## config.mk

```make
export PLATFORM = sky130hd
export DESIGN_NAME = down_timer
export DESIGN_NICKNAME = d
export VERILOG_FILES = /design/src/rtl/down_timer.sv
export SDC_FILE = /design/constraint.sdc
export NUM_CORES = 1
export LEC_CHECK = 0
export CELL_PAD_IN_SITES_DETAIL_PLACEMENT = 0
export CELL_PAD_IN_SITES_GLOBAL_PLACEMENT = 1
export CORE_MARGIN = 2
export CORE_UTILIZATION = 40
export CTS_BUF_LIST = sky130_fd_sc_hd__clkbuf_16
export CTS_CLUSTER_SIZE = 10
export DETAILED_ROUTE_END_ITERATION = 7
export DONT_BUFFER_PORTS = 1
export GPL_TIMING_DRIVEN = 1
export PLACE_DENSITY = 0.66
export SLEW_MARGIN = 20
export SYNTH_ARGS = -nofsm -noshare
export SYNTH_HDL_FRONTEND = slang
export SYNTH_SLANG_ARGS = --single-unit
```

## constraint.sdc

```tcl
create_clock -name clk -period 3 [get_ports clk]
set_input_delay 0.15 -clock clk [delete_from_list [all_inputs] [get_ports clk]]
set_output_delay 0.15 -clock clk [all_outputs]
set_load 0.05 [all_outputs]
```

## src/rtl/down_timer.sv

```systemverilog
`default_nettype none
// ============================================================================
//  Module   : down_timer
//  Purpose  : Loadable down-counter/timer. Counts a programmed value down to
//             terminal count, emits a one-cycle terminal-count pulse, and
//             either raises a sticky done flag (one-shot) or reloads the
//             programmed value and keeps running (periodic).
//
//  Ports    : clk          - clock, all state changes on rising edge
//             rst          - asynchronous active-high reset
//             load         - load cnt_in into counter and reload register
//             enab         - decrement enable (only honoured while running)
//             reload_mode  - 0 one-shot, 1 periodic; sampled at terminal event
//             clr_done     - clear sticky done and return to idle
//             cnt_in       - load value
//             cnt_out      - current count (registered)
//             tc           - terminal-count pulse, one cycle (registered)
//             busy         - high while running (registered)
//             done         - sticky one-shot expiry flag (registered)
//
//  Revision : 1.0 - initial release
// ============================================================================
module down_timer #(
    parameter int WIDTH = 5
) (
    input  logic             clk,
    input  logic             rst,
    input  logic             load,
    input  logic             enab,
    input  logic             reload_mode,
    input  logic             clr_done,
    input  logic [WIDTH-1:0] cnt_in,
    output logic [WIDTH-1:0] cnt_out,
    output logic             tc,
    output logic             busy,
    output logic             done
);

    // ------------------------------------------------------------------------
    // State encoding
    // ------------------------------------------------------------------------
    localparam logic [1:0] C_IDLE = 2'd0;
    localparam logic [1:0] C_RUN  = 2'd1;
    localparam logic [1:0] C_DONE = 2'd2;

    localparam logic [WIDTH-1:0] C_ZERO = '0;
    localparam logic [WIDTH-1:0] C_ONE  = {{(WIDTH-1){1'b0}}, 1'b1};

    // ------------------------------------------------------------------------
    // Registered state
    // ------------------------------------------------------------------------
    logic [1:0]       r_state;
    logic [WIDTH-1:0] r_cnt;
    logic [WIDTH-1:0] r_rld;
    logic             r_tc;
    logic             r_busy;
    logic             r_done;

    // ------------------------------------------------------------------------
    // Next-state values
    // ------------------------------------------------------------------------
    logic [1:0]       w_state_nxt;
    logic [WIDTH-1:0] w_cnt_nxt;
    logic [WIDTH-1:0] w_rld_nxt;
    logic             w_tc_nxt;
    logic             w_done_nxt;
    logic             w_terminal;
    logic             w_load_nonzero;

    // The terminal event is the 1 -> 0 step while running and enabled. It is
    // the only way the count can reach zero, so decrement never wraps.
    assign w_terminal     = (r_state == C_RUN) && enab && (r_cnt == C_ONE);
    assign w_load_nonzero = (cnt_in != C_ZERO);

    always_comb begin
        // Defaults: hold everything; tc is a pulse so it drops unless set.
        w_state_nxt = r_state;
        w_cnt_nxt   = r_cnt;
        w_rld_nxt   = r_rld;
        w_tc_nxt    = 1'b0;
        w_done_nxt  = r_done;

        if (load) begin
            // Load outranks clr_done, enab and any coincident terminal event.
            w_cnt_nxt   = cnt_in;
            w_rld_nxt   = cnt_in;
            w_done_nxt  = 1'b0;
            w_state_nxt = w_load_nonzero ? C_RUN : C_IDLE;
        end else begin
            case (r_state)
                C_IDLE: begin
                    // Idle holds; enab and clr_done have no effect here.
                    w_state_nxt = C_IDLE;
                end

                C_RUN: begin
                    if (w_terminal) begin
                        w_tc_nxt = 1'b1;
                        if (reload_mode) begin
                            w_cnt_nxt = r_rld;
                        end else begin
                            w_cnt_nxt   = C_ZERO;
                            w_done_nxt  = 1'b1;
                            w_state_nxt = C_DONE;
                        end
                    end else if (enab && (r_cnt > C_ONE)) begin
                        w_cnt_nxt = r_cnt - C_ONE;
                    end
                end

                C_DONE: begin
                    if (clr_done) begin
                        w_done_nxt  = 1'b0;
                        w_state_nxt = C_IDLE;
                    end
                end

                default: begin
                    // Unreachable encoding: recover to a safe idle state.
                    w_state_nxt = C_IDLE;
                    w_cnt_nxt   = C_ZERO;
                    w_done_nxt  = 1'b0;
                end
            endcase
        end
    end

    // ------------------------------------------------------------------------
    // Registers
    // ------------------------------------------------------------------------
    always_ff @(posedge clk or posedge rst) begin
        if (rst) begin
            r_state <= C_IDLE;
            r_cnt   <= C_ZERO;
            r_rld   <= C_ZERO;
            r_tc    <= 1'b0;
            r_busy  <= 1'b0;
            r_done  <= 1'b0;
        end else begin
            r_state <= w_state_nxt;
            r_cnt   <= w_cnt_nxt;
            r_rld   <= w_rld_nxt;
            r_tc    <= w_tc_nxt;
            // busy is registered alongside the state so it tracks RUN exactly.
            r_busy  <= (w_state_nxt == C_RUN);
            r_done  <= w_done_nxt;
        end
    end

    assign cnt_out = r_cnt;
    assign tc      = r_tc;
    assign busy    = r_busy;
    assign done    = r_done;

endmodule
`default_nettype wire

```

* Word level (Yosys, flattened, before mapping)
Cells that the tools add are included.
** Operators by class
- Add/subtract/negate cells :: 1
- Magnitude comparators :: 1
- Equality and inequality tests :: 10
- Multiplexer cells :: 19
- Reduce and logical (&&, ||, !) cells :: 8
** Operators with widths (count)
- $mux 5 :: 4
- $pmux 5 s2 :: 1
- $ne 3x3->1 const B :: 3
- $mux 1 :: 8
- $mux 2 :: 4
- $eq 5x1->1 const B :: 1
- $gt 5x1->1 const B :: 1
- $reduce_bool 5->1 :: 1
- $sub 5x1->5 const B :: 1
- $eq 2x1->1 const B :: 2
- $ne 4x3->1 const B :: 1
- $pmux 2 s2 :: 1
- $reduce_and 4->1 :: 1
- $logic_and 1x1->1 :: 3
- $pmux 1 s3 :: 1
- $eq 2x2->1 const B :: 1
- $logic_not 2->1 :: 1
- $ne 2x1->1 const B :: 1
- $ne 2x2->1 const B :: 1
- $reduce_and 2->1 :: 1
- $reduce_or 2->1 :: 1
** Storage, ports and cells
- Bits in registers :: 15
- Bits of input ports :: 11
- Output and inout port bits :: 8
- Logic and storage cells :: 45

* Depth between registers and ports, before layout
- Depth after elaboration :: 7
- Mapped depth :: 8

* Worst setup path before layout
OpenSTA, ideal clock, no wires.
- Path kind :: reg2reg
- Start point :: register r_cnt[0], in the netlist cnt_out[0]
- End point :: register r_cnt[4], in the netlist cnt_out[4]
- Arrival :: 1.891 ns
- Path slack :: 0.978 ns
- Stages on the path, launching flop included :: 6
- Buffers on the path :: 0
- Cells stage by stage :: dfrtp_1 -> ha_1 -> nor4b_1 -> a211oi_1 -> a2bb2oi_1 -> o21ai_0
** Between the ends
- Cells in the longest elaborated chain, start to end :: 5
** RTL lines
- from (decl) :: line 53 : logic [WIDTH-1:0] r_cnt;
- from (signal assigned) :: line 141 : r_cnt <= w_cnt_nxt;
- $sub 5x1->5 or $eq 5x1->1 (tied branches) :: line 107, 72
- $mux 5 or $logic_and 1x1->1 (tied branches) :: line 106, 72
- $mux 5 :: line 97 : if (w_terminal) begin
- $pmux 5 s2 :: line 90 : case (r_state)
- $mux 5 :: line 83 : if (load) begin
Parallel ways exist; a longest one is shown, timed or not. The select of a mux whose other input is x is not followed.
A chain may end at the register's enable or synchronous reset.

* Worst setup path after layout
- Start point :: register r_cnt[1], in the netlist cnt_out[1]
- End point :: register r_cnt[4], in the netlist cnt_out[4]
Same word-level chain as after synthesis.

==> flow_metrics.tcl <==
set metrics [dict create \
    status "completed" \
    cp.buffers_inverters 1 \
    ff2ff_setup_slack_ns 0.70 \
    hold_end "r_rld[0]$_DFFE_PP0P_" \
    design.core.area_mm2 0.002212 \
    clk_path_buf_depth 2 \
    wire_per_inst_um 17.38 \
    die_h_um 52.47 \
    vias 799 \
    dr.pass1.iters 4 \
    grt_pass1_vias 789 \
    synth_edf_count 0 \
    timing.rr.end "cnt_out[4]$_DFFE_PP0P_" \
    cp.required_ns 3.12 \
    slew_headroom_pct 35.97 \
    syn_area_um2 939.7 \
    grt_pass1_wl_um 3870 \
    rsz0062_at_grt "false" \
    die_area_mm2 0.002753 \
    cp_slowest_cell "a211oi_1" \
    final_nets 126 \
    finalMaxSlewViolations 0 \
    ys_types 40 \
    htree_levels 1 \
    synth_top_area_cell "dfrtp_1" \
    powerDensity_mw_per_mm2 633.4 \
    fmaxAchievable_ghz 0.4354 \
    antenna_left 0 \
    ys.flop_type "dfrtp_1" \
    gp_congestion 0.7715 \
    ys_seq_area_share_pct 39.95 \
    ioPinCount 19 \
    ys_ff_latch 15 \
    worstSetupEndpointType "flop" \
    final.setup.tns_ns 0 \
    rows 17 \
    drive_gt1_share_pct 7.339 \
    cts_buffers 3 \
    crit_family "compound AO/OA/AOI/OAI gates" \
    final_cell_mix "dfrtp_1 (15), inv_1 (11), nand2_1 (9), o21ai_0 (9), nor2_1 (8)" \
    r2r_cells 6 \
    place_area_um2 957.2 \
    async_flop_share_pct 100.0 \
    hpwl_um 1687 \
    drc 0 \
    place_ws_ns 0.7283 \
    syn-num-nets 124 \
    post_cts_resize_count 0 \
    area_growth_syn_to_layout_pct 12.38 \
    fin_crit_ns 2.297 \
    drt-total-wl_um 2381 \
    syn_inst 108 \
    finClkSkew_ns 0.001247 \
    peakVddDrop_uv 248.3 \
    stdcell_count 137 \
    timing.rr.start "cnt_out[1]$_DFFE_PP0P_" \
    startpoint_type "flop" \
    io_buffer_count 0 \
    root_buffer "clkbuf_16" \
    final_common_cell "dfrtp_1" \
    crit_fanout 8 \
    finalCritPeriodShare_pct 76.56 \
    grt_max_degree 22 \
    die_x_um 52.47 \
    overflow 0 \
    worstPathArrival_ns 2.42 \
    start_util_pct 42.48 \
    path_clk_slew_ns 0.05 \
    cts_tree "yes" \
    hp-start "load" \
    final_core_util_pct 47.74 \
    grt_use_total_pct 19.65 \
    synth_area_leaders "dfrtp_1 (40%), ha_1 (6.7%), o21ai_0 (4.8%)" \
    p_leak_uw 0.0004435 \
    drt-initial-drc-count 20 \
    vias_per_cell 5.832 \
    slowest_delay_ns 0.84 \
    antenna_cells 0 \
    path_cells "inv_1, ha_1, nor4b_1, a211oi_1, a2bb2oi_1, o21ai_0" \
    crit_type "reg -> reg" \
    worstHoldPathCells 1 \
    clock_sinks 15 \
    synth_top_area_share_pct 39.95 \
    hold_viol 0 \
    setup_violations 0 \
    tightest_slew_ns 0.9546 \
    final_area_mm2 0.001056 \
    hp-class "in -> reg" \
    synth.yosys.warnings 0 \
    syn_avg_cell_area_um2 8.700 \
    clk-insertion-delay-late_ns 0.24 \
    fin_ws_ns 0.7032 \
    place_inst 131 \
    grt_antenna_before_repair 0 \
    cap_violations 0 \
    cp_num_cells 6 \
]
[sequential cells by signal, summed over array words and instances, names as in the netlist]
| name | count |
|---|---|
| busy | 1 |
| cnt_out | 5 |
| done | 1 |
| r_rld | 5 |
| r_state | 2 |
| tc | 1 |
[cell type report]
type	count	area [µm²]
Clock buffer	3	75.07
Clock inverter	1	3.754
Fill cell	236	1156
Inverter	10	37.54
Multi-Input combinational cell	77	501.7
Sequential cell	15	375.4
Tap cell	28	35.03
Timing Repair Buffer	3	27.53
[cells in the mapped netlist, types with 2 or more instances]
cell and number:
nand2b_1 2, mux2_2 2, nor3b_1 2, nand2_1 9
nor2_1 8, nor2b_1 2, dfrtp_1 15, clkbuf_1 4
a211oi_1 2, ha_1 5, nor3_1 3, a21oi_1 3
o211ai_1 2, a31oi_1 2, nor4_1 4, inv_1 10
o21ai_0 9, or3_1 2
[worst max path at each step]
stage	startpoint	end
after floorplan	cnt_out[0]$_DFFE_PP0P_	cnt_out[4]$_DFFE_PP0P_
after global placement	cnt_out[3]$_DFFE_PP0P_	cnt_out[1]$_DFFE_PP0P_
after detailed placement	cnt_out[1]$_DFFE_PP0P_	cnt_out[4]$_DFFE_PP0P_
after CTS	cnt_out[1]$_DFFE_PP0P_	cnt_out[4]$_DFFE_PP0P_
after global routing	cnt_out[1]$_DFFE_PP0P_	cnt_out[4]$_DFFE_PP0P_
final	cnt_out[1]$_DFFE_PP0P_	cnt_out[4]$_DFFE_PP0P_
[per-layer routing]
layer  routed length (µm)  vias up  track usage (%)
met2                 1127       20            30.00
met5                    0        -                0
met1                 1099      386            26.52
li1                     -      389                -
met4                   34        0            8.974
met3                  120        4            4.000
[metrics by stage]
stage               hold slack [ns]  total power, µW
floorplan                   0.05148            384.8
global placement             0.1367            410.8
detailed placement           0.1479            410.4
CTS                         0.01086            674.4
global route                0.02118            700.2
finish                     0.009079            668.8
[cell families (layout without fill, tap and decap cells)]
family,count (synthesis),count (layout),synth area share (%)
compound gates,29,29,20.51
xor+xnor,1,1,0.9323
fa+ha+maj,5,5,6.658
buf+inv,16,17,6.657
flops,15,15,39.95
mux,2,2,2.397
simple gates,40,40,22.90
[what timing repair did]
item                                   CTS  global route
endpoints found under the hold margin   17             0
hold buffers                             2             0
buffers inserted                         0             0
[where the power goes]
group	internal, µW	switching, µW
Sequential	223	71.1
Combinational	49.1	67.3
Clock	177	81.9
(Power assumes the default switching activity.)
